--- src/rtl/usb3_crc_engine.sv ---
// usb3_crc_engine
// Streaming CRC generator/checker for USB 3.0 framed data (CRC-32 for DPP
// payloads, CRC-16 for header packets, selected by parameters).
//
// Ports:
//   clk, rst       system clock, asynchronous active-high reset
//   in_valid       beat present
//   in_first       first beat of a frame (qualified by in_valid)
//   in_last        last beat of a frame (qualified by in_valid)
//   in_data        beat; byte 0 = in_data[7:0] goes first, each byte LSB-first
//   in_be          byte enables; all ones except on the last beat
//   busy           a frame is being accumulated
//   crc_valid      one-cycle pulse, crc_out/crc_ok updated
//   crc_out        bit-reverse(LFSR) ^ XOR_OUT of the closed frame
//   crc_ok         crc_out matched RESIDUE (receive-side check)
//   frame_err      one-cycle pulse on a framing violation
//   dbg_state      current FSM state (0 = IDLE, 1 = ACCUM)
//
// Handshake: there is no backpressure. A beat is consumed on every rising
// clock edge where in_valid is high; in_first/in_last/in_data/in_be are only
// looked at in that cycle. Results appear as registered one-cycle pulses.
module usb3_crc_engine #(
  parameter int                CRC_W   = 32,
  parameter logic [31:0]       POLY    = 32'h04C11DB7,
  parameter logic [CRC_W-1:0]  INIT    = {CRC_W{1'b1}},
  parameter logic [CRC_W-1:0]  XOR_OUT = {CRC_W{1'b1}},
  parameter int                DATA_W  = 32,
  parameter logic [31:0]       RESIDUE = 32'h2144DF1C
) (
  input  logic                clk,
  input  logic                rst,
  input  logic                in_valid,
  input  logic                in_first,
  input  logic                in_last,
  input  logic [DATA_W-1:0]   in_data,
  input  logic [DATA_W/8-1:0] in_be,
  output logic                busy,
  output logic                crc_valid,
  output logic [CRC_W-1:0]    crc_out,
  output logic                crc_ok,
  output logic                frame_err,
  output logic                dbg_state
);

  localparam int               NB     = DATA_W / 8;
  localparam logic [CRC_W-1:0] POLY_W = POLY[CRC_W-1:0];
  localparam logic [CRC_W-1:0] RES_W  = RESIDUE[CRC_W-1:0];
  localparam logic [NB-1:0]    BE_ONE = NB'(1);

  typedef enum logic {S_IDLE = 1'b0, S_ACCUM = 1'b1} state_t;

  state_t           state, state_n;
  logic [CRC_W-1:0] lfsr, lfsr_n;
  logic [CRC_W-1:0] seed, upd, res_n;
  logic             done, err;
  logic             be_contig, be_bad;

  // Bit-serial MSB-first LFSR unrolled across all enabled bytes of a beat.
  function automatic logic [CRC_W-1:0] crc_update(input logic [CRC_W-1:0]  s,
                                                  input logic [DATA_W-1:0] d,
                                                  input logic [NB-1:0]     be);
    logic [CRC_W-1:0] c;
    logic             fb;
    c = s;
    for (int b = 0; b < NB; b++) begin
      if (be[b]) begin
        for (int i = 0; i < 8; i++) begin
          fb = c[CRC_W-1] ^ d[8*b+i];
          c  = {c[CRC_W-2:0], 1'b0} ^ (fb ? POLY_W : '0);
        end
      end
    end
    return c;
  endfunction

  function automatic logic [CRC_W-1:0] bit_rev(input logic [CRC_W-1:0] v);
    logic [CRC_W-1:0] r;
    for (int i = 0; i < CRC_W; i++) r[i] = v[CRC_W-1-i];
    return r;
  endfunction

  // A new frame (from IDLE, or a restart from ACCUM) always seeds from INIT.
  assign seed  = (state == S_IDLE || in_first) ? INIT : lfsr;
  assign upd   = crc_update(seed, in_data, in_be);
  assign res_n = bit_rev(upd) ^ XOR_OUT;

  // Contiguous-from-bit-0 masks (0,1,3,7,...) are exactly those where
  // adding one clears every set bit.
  assign be_contig = (((in_be + BE_ONE) & in_be) == '0);
  assign be_bad    = in_last ? (!be_contig || in_be == '0) : !(&in_be);

  always_comb begin
    state_n = state;
    lfsr_n  = lfsr;
    done    = 1'b0;
    err     = 1'b0;
    if (in_valid) begin
      if (state == S_IDLE && !in_first) begin
        // Stray beat with no open frame: dropped.
        err = 1'b1;
      end else begin
        // In ACCUM, in_first abandons the open frame without a result.
        err    = be_bad | (state == S_ACCUM && in_first);
        lfsr_n = upd;
        if (in_last) begin
          done    = 1'b1;
          state_n = S_IDLE;
        end else begin
          state_n = S_ACCUM;
        end
      end
    end
  end

  always_ff @(posedge clk or posedge rst) begin
    if (rst) begin
      state     <= S_IDLE;
      lfsr      <= INIT;
      crc_valid <= 1'b0;
      crc_out   <= '0;
      crc_ok    <= 1'b0;
      frame_err <= 1'b0;
    end else begin
      state     <= state_n;
      lfsr      <= lfsr_n;
      crc_valid <= done;
      frame_err <= err;
      if (done) begin
        crc_out <= res_n;
        crc_ok  <= (res_n == RES_W);
      end
    end
  end

  assign busy      = (state == S_ACCUM);
  assign dbg_state = state;

endmodule

--- config.mk ---
export PLATFORM = sky130hd
export DESIGN_NAME = usb3_crc_engine
export DESIGN_NICKNAME = d
export VERILOG_FILES = /design/src/rtl/usb3_crc_engine.sv
export SDC_FILE = /design/constraint.sdc
export NUM_CORES = 1
export LEC_CHECK = 0
export BUFFER_PORTS_ARGS = -buffer_cell sky130_fd_sc_hd__clkbuf_2
export CAP_MARGIN = 20
export CELL_PAD_IN_SITES_DETAIL_PLACEMENT = 1
export CELL_PAD_IN_SITES_GLOBAL_PLACEMENT = 1
export CORE_ASPECT_RATIO = 0.75
export CORE_MARGIN = 2
export CORE_UTILIZATION = 48
export CTS_BUF_LIST = sky130_fd_sc_hd__clkbuf_4
export DETAILED_ROUTE_END_ITERATION = 16
export GPL_TIMING_DRIVEN = 1
export PLACE_DENSITY = 0.89
export SKIP_LAST_GASP = 1
export SLEW_MARGIN = 10
export SYNTH_ARGS = -nofsm -noshare
export SYNTH_HDL_FRONTEND = slang
export SYNTH_SLANG_ARGS = --single-unit
--- constraint.sdc ---
create_clock -name clk -period 7.5 [get_ports clk]
set_clock_uncertainty 0.2 [all_clocks]
set_input_delay 0.75 -clock clk [delete_from_list [all_inputs] [get_ports clk]]
set_output_delay 0.75 -clock clk [all_outputs]
set_load 0.01 [all_outputs]
==> results.yml <==
status:
  outcome: "finished, final reports clean"
global_routing:
  grt_pass1_vias: 8514
  grt_max_degree: 69
  grt_antenna_before_repair: 0
  gr-total-overflow: 0
  grtUsageMet2_pct: 52.79
  grt_util_met1_pct: 48.07
  gr-usage-met3_pct: 6.252
  grt_pass1_wl_um: 50040
  busiest_layer: "met2"
  gr-usage-all-layers_pct: 33.47
drt:
  firstDrtPassIters: 5
  via_per_inst: 6.191
  drt-initial-drc-count: 882
  dr_total_vias: 8519
  drc_errors: 0
  antenna_left: 0
  wl_per_cell_um: 24.07
  wl_um: 33120
die:
  dieArea_um2: 19920
  start_util_pct: 48.88
  die_x_um: 162.3
  ioPinCount: 78
  core_area_um2: 18450
  rows: 43
  die_y_um: 122.7
final_layout:
  drive_gt1_share_pct: 21.52
  final_common_cell: "nand2_1"
  final_nets: 1165
  area_growth_pct: 8.989
  antennaDiodeCount: 0
  final_cell_mix: "nand2_1 (145), xnor2_1 (139), nor2_1 (80)"
  finalCoreUtilization_pct: 53.27
worst_setup_path:
  crit_path_end: "crc_ok$_DFFE_PP0P_"
  rrSetupSlack_ps: 380
  cp_top_family: "compound AO/OA/AOI/OAI gates"
  r2r-start: "busy$_DFFE_PP0P_"
  cp_common_cell: "buf_4"
  cp_slowest_stage_delay_ps: 640
  rr_worst_depth: 21
  startpoint: "busy$_DFFE_PP0P_"
  path_cells: "nand2b_2, buf_4, or3_1, a211oi_1, a2111oi_4, a2111oi_4, buf_4, xnor2_1, nand4_1, a31oi_1, xor2_2, xnor2_1, mux2i_1, nand2b_1, buf_4, xnor3_1, mux2_2, o21bai_1, a2111o_1, nor4_1, a32o_1"
  path_class: "reg -> reg"
  startpoint_type: "flop"
  cp.arrival_ps: 7280
  worst_setup_path_end_kind: "flop"
  cp_num_buf_inv: 3
  cpMaxStageDelayCell: "dfrtp_1"
  reg2reg_to: "crc_ok$_DFFE_PP0P_"
  worstPathMaxFanout: 16
  crit_required_ps: 7660
  cp.depth: 21
synth:
  ys_seq_elements: 68
  synth_area_leaders: "xnor2_1 (14%), dfrtp_1 (10%), dfstp_2 (9.3%)"
  synthArstFlopShare_pct: 100.0
  synth_top_area_cell: "xnor2_1"
  synth_edf_count: 0
  syn_avg_cell_area_um2: 8.438
  yosys_warnings: 0
  syn_area_um2: 9020
  synth_cell_types: 91
  synth_nets: 1110
  synth_cells: 1069
  yosysSeqAreaShare_pct: 19.31
  yosysTopAreaCellShare_pct: 13.79
  ys.flop_type: "dfrtp_1"
timing:
  post-route-min-period_ps: 7124
  worst_pin_slew_ps: 1089
  setup_violations: 0
  slew_headroom_pct: 27.42
  post-route-period-util_pct: 94.99
  finalMaxSlewViolations: 0
  rsz0062_at_grt: "no"
  hold_viol: 0
  fmax_mhz: 140.4
placed_design:
  port_buffers: 77
  place_congestion: 0.9477
  dp_hpwl_um: 26670
clock_tree:
  clock_path_buffers: 2
  path_clk_slew_ps: 130
  clkLatencyLatePin_ps: 420
  cts-hold-fix-buffers: 0
  postCtsSetupBuffers: 0
  clock-root-buffer: "clkbuf_4"
  cts_max_level: 3
  cts_tree: "built"
  numCtsBuffers: 9
  cts_sinks: 68
flow_run:
  maxCapViolCount: 0
worst_hold_path:
  hold_class: "reg -> reg"
[cell families (layout without fill, tap and decap cells)]
logic type | Yosys count | after routing | share of synthesized area [%]
simple gates | 357 | 357 | 18.64
buf+inv | 88 | 148 | 4.480
mux | 51 | 51 | 6.367
flops | 68 | 68 | 19.31
xor+xnor | 255 | 255 | 32.27
compound gates | 250 | 250 | 18.93
[through the flow]
| stage | std cells | hold slack [ps] | area [um^2] | setup slack (ps) | TNS [ps] |
|---|---|---|---|---|---|
| finish | 1376 | 305.2 | 9831 | 375.5 | 0 |
| global route | 1376 | 327.3 | 9831 | 54.96 | 0 |
| CTS | 1376 | 305.7 | 9796 | 156.1 | 0 |
| detailed placement | 1360 | 269.1 | 9677 | -85.18 | -85.18 |
| global placement | 1360 | 261.5 | 9677 | 95.41 | 0 |
| floorplan | 1069 | 252.4 | 9020 | 1056 | 0 |
[repair_timing]
action,in CTS,in global routing
resized for setup,0,4
endpoints found under the setup margin,0,3
hold endpoints to repair,0,0
[layer usage]
layer,vias up,wire length (um),share of wire (%)
li1,3863,-,-
met1,4244,15000,45
met2,358,14350,43
met3,54,3015,9.1
met4,0,755,2.3
met5,-,0,0
[worst register-to-register path, stage by stage (launching register included)]
cell       delay [ps]
dfrtp_1           640
nand2b_2          290
buf_4             270
or3_1             450
a211oi_1          420
a2111oi_4         150
a2111oi_4         320
buf_4             260
xnor2_1           240
nand4_1           210
a31oi_1           430
xor2_2            410
xnor2_1           270
mux2i_1           290
nand2b_1          140
buf_4             190
xnor3_1           410
mux2_2            370
o21bai_1          210
a2111o_1          420
nor4_1            290
a32o_1            190
[final cells by class]
| cell class | count | area, um^2 |
|---|---|---|
| fillers | 2248 | 8623 |
| multi-input cells | 913 | 6915 |
| flip-flops and latches | 68 | 1742 |
| repair buffers | 118 | 693.2 |
| well taps | 247 | 309.0 |
| clock buffers | 9 | 67.56 |
| inverters | 14 | 52.55 |
| clock inverters | 7 | 51.30 |
[how the worst min path moves through the flow]
stage / start / endpoint / slack (ps) / depth (start not counted)
detailed placement: crc_out[28]$_DFFE_PP0P_ / crc_out[28]$_DFFE_PP0P_ / 270 / 2
finish: crc_out[28]$_DFFE_PP0P_ / crc_out[28]$_DFFE_PP0P_ / 310 / 2
CTS: crc_out[28]$_DFFE_PP0P_ / crc_out[28]$_DFFE_PP0P_ / 310 / 2
floorplan: lfsr[7]$_DFFE_PP1P_ / lfsr[7]$_DFFE_PP1P_ / 250 / 2
global route: crc_out[14]$_DFFE_PP0P_ / crc_out[14]$_DFFE_PP0P_ / 330 / 2
global placement: crc_out[7]$_DFFE_PP0P_ / crc_out[7]$_DFFE_PP0P_ / 260 / 2
[registers in the layout, summed over array words and instances, names as in the netlist]
name       count
busy           1
crc_out       32
crc_ok         1
crc_valid      1
lfsr          32
frame_err      1
[cells in the mapped netlist (all sizes together) (6+ instances only)]
cell type / count
nor2: 81
a31oi: 13
clkbuf: 39
or3: 21
or2: 8
a21oi: 53
a211o: 6
nor3b: 6
inv: 13
mux2i: 33
o22ai: 7
xnor3: 31
nand2b: 8
o31ai: 9
o211ai: 11
dfstp: 32
buf: 35
nand2: 145
a22oi: 6
and2: 8
a211oi: 17
dfrtp: 36
o211a: 7
nand3: 7
xnor2: 152
nor3: 38
o21ai: 77
mux2: 18
o21a: 9
nor4: 8
xor2: 68
Power is left out: the tool's default activity adds up to more than one toggle a clock period on the data nets, which glitch-free logic cannot reach.
